## src/rtl/ca_prng_line_gen_if.sv

```systemverilog
// Control, pixel-query and status bundle between the video timing logic and the CA line generator.
// The timing side is the master; the generator is the slave.
interface ca_prng_line_gen_if #(
  parameter int unsigned XW = 10
);
  logic          i_mode;
  logic          i_frame_start;
  logic          i_line_start;
  logic          i_de;
  logic [XW-1:0] i_x;
  logic          i_clr_underrun;
  logic [7:0]    o_pix;
  logic          o_ready;
  logic          o_underrun;
  logic [15:0]   o_gen;

  modport master (
    output i_mode, i_frame_start, i_line_start, i_de, i_x, i_clr_underrun,
    input  o_pix, o_ready, o_underrun, o_gen
  );

  modport slave (
    input  i_mode, i_frame_start, i_line_start, i_de, i_x, i_clr_underrun,
    output o_pix, o_ready, o_underrun, o_gen
  );
endinterface

```

## src/rtl/ca_prng_line_gen.sv

```systemverilog
// Multi-channel 1-D cellular-automaton line generator: the engine advances NUM_CH grids into a
// back buffer once per display line while the pixel path reads the front buffer.
module ca_prng_line_gen #(
  parameter int unsigned          NUM_CH         = 3,
  parameter int unsigned          CA_WIDTH       = 101,
  parameter logic [NUM_CH*8-1:0]  RULES          = {8'd150, 8'd60, 8'd30},
  parameter logic [CA_WIDTH-1:0]  SEED           = {50'd0, 1'b1, 50'd0},
  parameter int unsigned          GAP            = 20,
  parameter int unsigned          X_OFFSET       = 0,
  parameter int unsigned          STEPS_PER_LINE = 1,
  parameter int unsigned          XW             = 10
) (
  input  logic              i_clk,
  input  logic              i_rst,
  ca_prng_line_gen_if.slave bus
);

  localparam int unsigned PITCH = CA_WIDTH + GAP;
  localparam int unsigned SPAN  = X_OFFSET + NUM_CH * PITCH - GAP;
  localparam int unsigned PW    = XW + 1;
  localparam int unsigned IDXW  = (CA_WIDTH > 1) ? $clog2(CA_WIDTH) : 1;
  localparam int unsigned CW    = (STEPS_PER_LINE > 1) ? $clog2(STEPS_PER_LINE) : 1;

  if (SPAN > (2 ** XW)) begin : g_bad_span
    $error("ca_prng_line_gen: channel segments extend past the 2**XW pixel range");
  end
  if (STEPS_PER_LINE == 0) begin : g_bad_steps
    $error("ca_prng_line_gen: STEPS_PER_LINE must be at least 1");
  end

  typedef logic [NUM_CH-1:0][CA_WIDTH-1:0] grid_t;
  typedef enum logic [1:0] {ST_READY, ST_STEP, ST_LOAD} state_t;

  localparam grid_t SEED_ALL = {NUM_CH{SEED}};

  state_t              state;
  grid_t               grid;
  grid_t               back;
  grid_t               front;
  grid_t               grid_nxt;
  logic [CW-1:0]       cnt;
  logic [CA_WIDTH-1:0] lft;
  logic [CA_WIDTH-1:0] rgt;
  logic [7:0]          rule;
  logic [PW-1:0]       xe;
  logic [PW-1:0]       x0;
  logic [IDXW-1:0]     idx;
  logic [7:0]          pix_c;

  // Next generation: rotated copies give every cell its wrapped left (i+1) and right (i-1) neighbour
  always_comb begin
    grid_nxt = '0;
    lft      = '0;
    rgt      = '0;
    rule     = '0;
    for (int c = 0; c < NUM_CH; c++) begin
      lft  = {grid[c][0], grid[c][CA_WIDTH-1:1]};
      rgt  = {grid[c][CA_WIDTH-2:0], grid[c][CA_WIDTH-1]};
      rule = RULES[8*c +: 8];
      for (int i = 0; i < CA_WIDTH; i++) begin
        grid_nxt[c][i] = rule[{lft[i], grid[c][i], rgt[i]}];
      end
    end
  end

  // Line engine; a mode-0 frame start is applied last so it overrides the state's own action
  always_ff @(posedge i_clk or negedge i_rst) begin
    if (!i_rst) begin
      state          <= ST_READY;
      grid           <= SEED_ALL;
      back           <= SEED_ALL;
      front          <= '0;
      cnt            <= '0;
      bus.o_ready    <= 1'b1;
      bus.o_underrun <= 1'b0;
      bus.o_gen      <= '0;
    end else begin
      if (bus.i_line_start && (state != ST_READY)) begin
        bus.o_underrun <= 1'b1;
      end else if (bus.i_clr_underrun) begin
        bus.o_underrun <= 1'b0;
      end

      unique case (state)
        ST_READY: begin
          if (bus.i_line_start) begin
            front       <= back;
            cnt         <= '0;
            state       <= ST_STEP;
            bus.o_ready <= 1'b0;
          end
        end
        ST_STEP: begin
          grid      <= grid_nxt;
          bus.o_gen <= bus.o_gen + 16'd1;
          cnt       <= cnt + CW'(1);
          if (cnt == CW'(STEPS_PER_LINE - 1)) begin
            state <= ST_LOAD;
          end
        end
        ST_LOAD: begin
          back        <= grid;
          state       <= ST_READY;
          bus.o_ready <= 1'b1;
        end
        default: begin
          state       <= ST_READY;
          bus.o_ready <= 1'b1;
        end
      endcase

      if (bus.i_frame_start && !bus.i_mode) begin
        grid        <= SEED_ALL;
        bus.o_gen   <= '0;
        state       <= ST_LOAD;
        bus.o_ready <= 1'b0;
      end
    end
  end

  // Pixel lookup: find the channel segment covering i_x and colour set cells with channel+1
  always_comb begin
    pix_c = '0;
    xe    = PW'(bus.i_x);
    x0    = '0;
    idx   = '0;
    for (int c = 0; c < NUM_CH; c++) begin
      x0  = PW'(X_OFFSET + c * PITCH);
      idx = IDXW'(xe - x0);
      if (bus.i_de && (xe >= x0) && (xe < x0 + PW'(CA_WIDTH)) && front[c][idx]) begin
        pix_c = 8'(c + 1);
      end
    end
  end

  always_ff @(posedge i_clk or negedge i_rst) begin
    if (!i_rst) begin
      bus.o_pix <= '0;
    end else begin
      bus.o_pix <= pix_c;
    end
  end

endmodule

```

## src/flat_wrapper.sv

```systemverilog
// flat-port wrapper written by rule: the top's interface ports become plain ports
module ca_prng_line_gen_flat 
#(
  parameter int unsigned          NUM_CH         = 3,
  parameter int unsigned          CA_WIDTH       = 101,
  parameter logic [NUM_CH*8-1:0]  RULES          = {8'd150, 8'd60, 8'd30},
  parameter logic [CA_WIDTH-1:0]  SEED           = {50'd0, 1'b1, 50'd0},
  parameter int unsigned          GAP            = 20,
  parameter int unsigned          X_OFFSET       = 0,
  parameter int unsigned          STEPS_PER_LINE = 1,
  parameter int unsigned          XW             = 10
)
  (i_clk, i_rst, bus_i_mode, bus_i_frame_start, bus_i_line_start, bus_i_de, bus_i_x, bus_i_clr_underrun, bus_o_pix, bus_o_ready, bus_o_underrun, bus_o_gen);
  ca_prng_line_gen_if #(.XW(XW)) bus_i ();
  input  logic i_clk;
  input  logic i_rst;
  input wire logic [$bits(bus_i.i_mode)-1:0] bus_i_mode;
  input wire logic [$bits(bus_i.i_frame_start)-1:0] bus_i_frame_start;
  input wire logic [$bits(bus_i.i_line_start)-1:0] bus_i_line_start;
  input wire logic [$bits(bus_i.i_de)-1:0] bus_i_de;
  input wire logic [$bits(bus_i.i_x)-1:0] bus_i_x;
  input wire logic [$bits(bus_i.i_clr_underrun)-1:0] bus_i_clr_underrun;
  output wire logic [$bits(bus_i.o_pix)-1:0] bus_o_pix;
  output wire logic [$bits(bus_i.o_ready)-1:0] bus_o_ready;
  output wire logic [$bits(bus_i.o_underrun)-1:0] bus_o_underrun;
  output wire logic [$bits(bus_i.o_gen)-1:0] bus_o_gen;
  assign bus_i.i_mode = bus_i_mode;
  assign bus_i.i_frame_start = bus_i_frame_start;
  assign bus_i.i_line_start = bus_i_line_start;
  assign bus_i.i_de = bus_i_de;
  assign bus_i.i_x = bus_i_x;
  assign bus_i.i_clr_underrun = bus_i_clr_underrun;
  assign bus_o_pix = bus_i.o_pix;
  assign bus_o_ready = bus_i.o_ready;
  assign bus_o_underrun = bus_i.o_underrun;
  assign bus_o_gen = bus_i.o_gen;
  ca_prng_line_gen #(.NUM_CH(NUM_CH), .CA_WIDTH(CA_WIDTH), .RULES(RULES), .SEED(SEED), .GAP(GAP), .X_OFFSET(X_OFFSET), .STEPS_PER_LINE(STEPS_PER_LINE), .XW(XW)) u_core (.i_clk(i_clk), .i_rst(i_rst), .bus(bus_i));
endmodule
```

## config.mk

```make
export PLATFORM = sky130hd
export DESIGN_NAME = ca_prng_line_gen_flat
export DESIGN_NICKNAME = d
export VERILOG_FILES = /design/src/rtl/ca_prng_line_gen_if.sv /design/src/rtl/ca_prng_line_gen.sv /design/src/flat_wrapper.sv
export SDC_FILE = /design/constraint.sdc
export NUM_CORES = 2
export LEC_CHECK = 0
export CELL_PAD_IN_SITES_DETAIL_PLACEMENT = 1
export CELL_PAD_IN_SITES_GLOBAL_PLACEMENT = 2
export CORE_MARGIN = 2
export CORE_UTILIZATION = 35
export CTS_CLUSTER_DIAMETER = 60
export CTS_CLUSTER_SIZE = 10
export DETAILED_ROUTE_END_ITERATION = 12
export MAX_ROUTING_LAYER = met4
export PLACE_DENSITY_LB_ADDON = 0.1
export SLEW_MARGIN = 20
export SYNTH_ARGS = -nofsm -noshare
export SYNTH_HDL_FRONTEND = slang
export SYNTH_SLANG_ARGS = --single-unit
```

## constraint.sdc

```tcl
create_clock -name i_clk -period 4.63 [get_ports i_clk]
set_clock_uncertainty 0.05 [all_clocks]
set_input_delay 0.463 -clock i_clk [delete_from_list [all_inputs] [get_ports i_clk]]
set_output_delay 0.463 -clock i_clk [all_outputs]
set_load 0.1 [all_outputs]
```

==> impl_metrics.env <==
export IMPL_multi_input_comb_area_sq_um=17150
export IMPL_htree_levels=3
export IMPL_maxCapViolCount=0
export IMPL_post_cts_resize_count=0
export IMPL_ys_types=53
export IMPL_holdPathStages=2
export IMPL_hold_violations=0
export IMPL_avgRoutedWirePerCell_um=20.10
export IMPL_drt_vias_per_instance=5.229
export IMPL_worst_ep_required_time_ns=5.14
export IMPL_synth_main_ff_cell="dfrtp_1"
export IMPL_holdBufCountCts=1
export IMPL_synth_seq_cells=932
export IMPL_startpoint_type="input pin"
export IMPL_first_pass_iters=5
export IMPL_finalSetupTns_ns=0
export IMPL_cts_sinks=932
export IMPL_dpl_hpwl_mm=60.06
export IMPL_cts_setup_buffers=0
export IMPL_maxSlewViolCount=0
export IMPL_grt_pass1_wl_mm=162.8
export IMPL_synth_top_area_cell="dfrtp_1"
export IMPL_seq_area_sq_um=23330
export IMPL_drc_errors=0
export IMPL_vias=25577
export IMPL_post_route_period_util=0.7376
export IMPL_grt_usage=0.1713
export IMPL_rows=126
export IMPL_n_fill_cell=12174
export IMPL_crit_type="input pin to flip-flop"
export IMPL_path_buf_inv=4
export IMPL_fmax_ghz=0.2928
export IMPL_ir_worst_vdd_uv=310.8
export IMPL_first_iter_violations=1062
export IMPL_start_util=0.3523
export IMPL_worst_pin_slew_ns=0.9898
export IMPL_status="finished clean"
export IMPL_root_buffer="clkbuf_16"
export IMPL_p_per_area_nw_per_um2=568.3
export IMPL_syn_inst=3325
export IMPL_r2r_cells=4
export IMPL_path_max_fanout=8
export IMPL_cts_tree="built"
export IMPL_cp_top_family="buffers and inverters"
export IMPL_slew_headroom=0.3381
export IMPL_syn_cell_area_sq_um=41480
export IMPL_design_core_area_sq_um=117800
export IMPL_path_clk_slew_ns=0.06
export IMPL_grtUsageMet2=0.2699
export IMPL_syn_area_per_cell_sq_um=12.48
export IMPL_worst_path_stages=12
export IMPL_ios=43
export IMPL_path_cells="clkdlybuf4s50_1 > inv_1 > ha_1 > buf_4 > mux4_2 > mux2i_1 > mux2i_1 > mux2_2 > a21oi_1 > a2111oi_2 > buf_4 > a31o_2"
export IMPL_fin_ws_ns=1.215
export IMPL_fin_nets=3312
export IMPL_end_kind="flip-flop"
export IMPL_final_min_clock_period_ns=3.415
export IMPL_yosys_top_cells_area="dfrtp_1, mux2_2, mux4_2"
export IMPL_cp_slowest_cell="clkdlybuf4s50_1"
export IMPL_async_flop_share=1.000
export IMPL_met3_usage=0.02446
export IMPL_grt_max_degree=142
export IMPL_first_global_vias=28066
export IMPL_busiest_layer="met2"
export IMPL_cts_buffers=115
export IMPL_setup_violations=0
export IMPL_ant_nets=0
export IMPL_die_area_sq_um=121300
export IMPL_synth_top_area_frac=0.5580
export IMPL_cts_max_path_buffers=3
export IMPL_clkLatencyLatePin_ns=0.69
export IMPL_synth_edf_count=0
export IMPL_antenna_found_initial=5
export IMPL_drt_wl_total_mm=98.29
export IMPL_die_height_um=348.3
export IMPL_drive_gt1_frac=0.2738
export IMPL_ys_warn_count=0
export IMPL_place_gp_congestion=0.7501
export IMPL_p_leak_nw=20.61
export IMPL_max_stage_delay_ns=0.71
export IMPL_rsz0062_at_grt="false"
export IMPL_hold_class="input pin to flip-flop"
export IMPL_area_delta_synth_final_pct=13.61
export IMPL_synth_seq_area_share=0.5624
export IMPL_met1_usage=0.2321
export IMPL_portBuffers=36
export IMPL_arrival_ns=3.92
export IMPL_grt_remaining_overflow=0
export IMPL_dp_slack_ns=0.4269
export IMPL_die_w_um=348.3
synth_stat cells (6+ instances only):
cell type  count
nand2_1      151
mux2_2       610
nand4_1       10
dfstp_2        7
a32oi_1        7
nor2_1       283
dfrtp_1      925
mux4_2        73
or3_1        149
buf_6          6
nand3_1        9
buf_4          9
nand2b_1       8
a21oi_1      257
a211oi_1      99
buf_1          9
nor3_1         6
xor2_1       117
nor4b_1       48
clkbuf_1     228
o21ai_0      115
mux2i_1       26
ha_1           8
xnor2_1      109
and3_1         6
cell usage in the layout, fill, tap and decap left out, drive strengths merged, types with 5 or more instances in the layout:
cell type and count:
dfrtp 925, mux2 610, nor2 283, a21oi 257, clkbuf 162, nand2 151, or3 149, xor2 119
o21ai 115, xnor2 109, a211oi 99, mux4 74, buf 63, nor4b 48, clkdlybuf4s50 32, mux2i 26
nand4 10, nand3 9, clkinv 9, ha 8, nand2b 8, inv 8, a32oi 7, bufinv 7
dfstp 7, and3 6, nor3 6, conb 6, a31oi 5, nor2b 5
flip-flops by register name (all words and copies together) (netlist names):
signal / flops
u_core.bus.o_underrun: 1
u_core.grid: 303
u_core.bus.o_pix: 2
u_core.bus.o_ready: 1
u_core.cnt: 1
u_core.bus.o_gen: 16
u_core.front: 303
u_core.state: 2
u_core.back: 303
report_power, final:
group,switching [W],internal [W]
Clock,0.00340,0.00528
Combinational,0.00252,0.00308
Sequential,0.00215,0.0103
through the flow:
stage                     cell area, sq um    util  total power [W]  hold slack, ns  instances
final                                47130  0.4002          0.02678          0.3293       4891
after global routing                 47130  0.4002          0.02856          0.3078       4891
after CTS                            47120  0.4001          0.02727          0.2707       4889
after detailed placement             43500  0.3694          0.01833          0.4376       4705
after global placement               43500  0.3694          0.01795          0.4301       4705
after floorplan                      41500       -          0.01646          0.1174       3330
cells by family (layout without fill, tap and decap cells):
kind of cell,after synthesis,in the layout,synth area share
buffers and inverters,262,285,0.02573
flip-flops,932,932,0.5624
other,1,8,0.00009040
adder cells (fa/ha/maj),8,8,0.002413
XOR/XNOR,228,228,0.04850
multiplexers,710,710,0.2121
AND/OR/NAND/NOR,682,682,0.07929
AO/OA/AOI/OAI,502,502,0.06943
final cells by class:
cell class / instances / share of cell area
multi-input cells: 2136 / 0.3640
inverters: 6 / 0.0004779
clock inverters: 21 / 0.006345
clock buffers: 162 / 0.07028
flip-flops and latches: 932 / 0.4951
well taps: 1536 / 0.04078
repair buffers: 96 / 0.02299
diodes: 2 / 0.0001062
final timing paths:
path                                    startpoint                     to  slack, ns
worst max-delay path                    bus_i_x[2]    u_core.bus.o_pix[1]       1.22
worst min-delay path            bus_i_clr_underrun  u_core.bus.o_underrun       0.33
worst max register to register     u_core.state[1]       u_core.grid[295]       1.95
worst min register to register    u_core.back[265]      u_core.front[265]       0.44
max in group asynchronous                    i_rst        u_core.grid[83]       2.90
min in group asynchronous                    i_rst       u_core.grid[225]       0.45
per-layer routing:
layer / wire length (um) / vias up
met2: 46290 / 245
met4: 1980 / 0
li1: - / 11707
met5: 0 / -
met1: 47230 / 13486
met3: 2791 / 139
No activity file was read; power rests on OpenSTA's default activity.
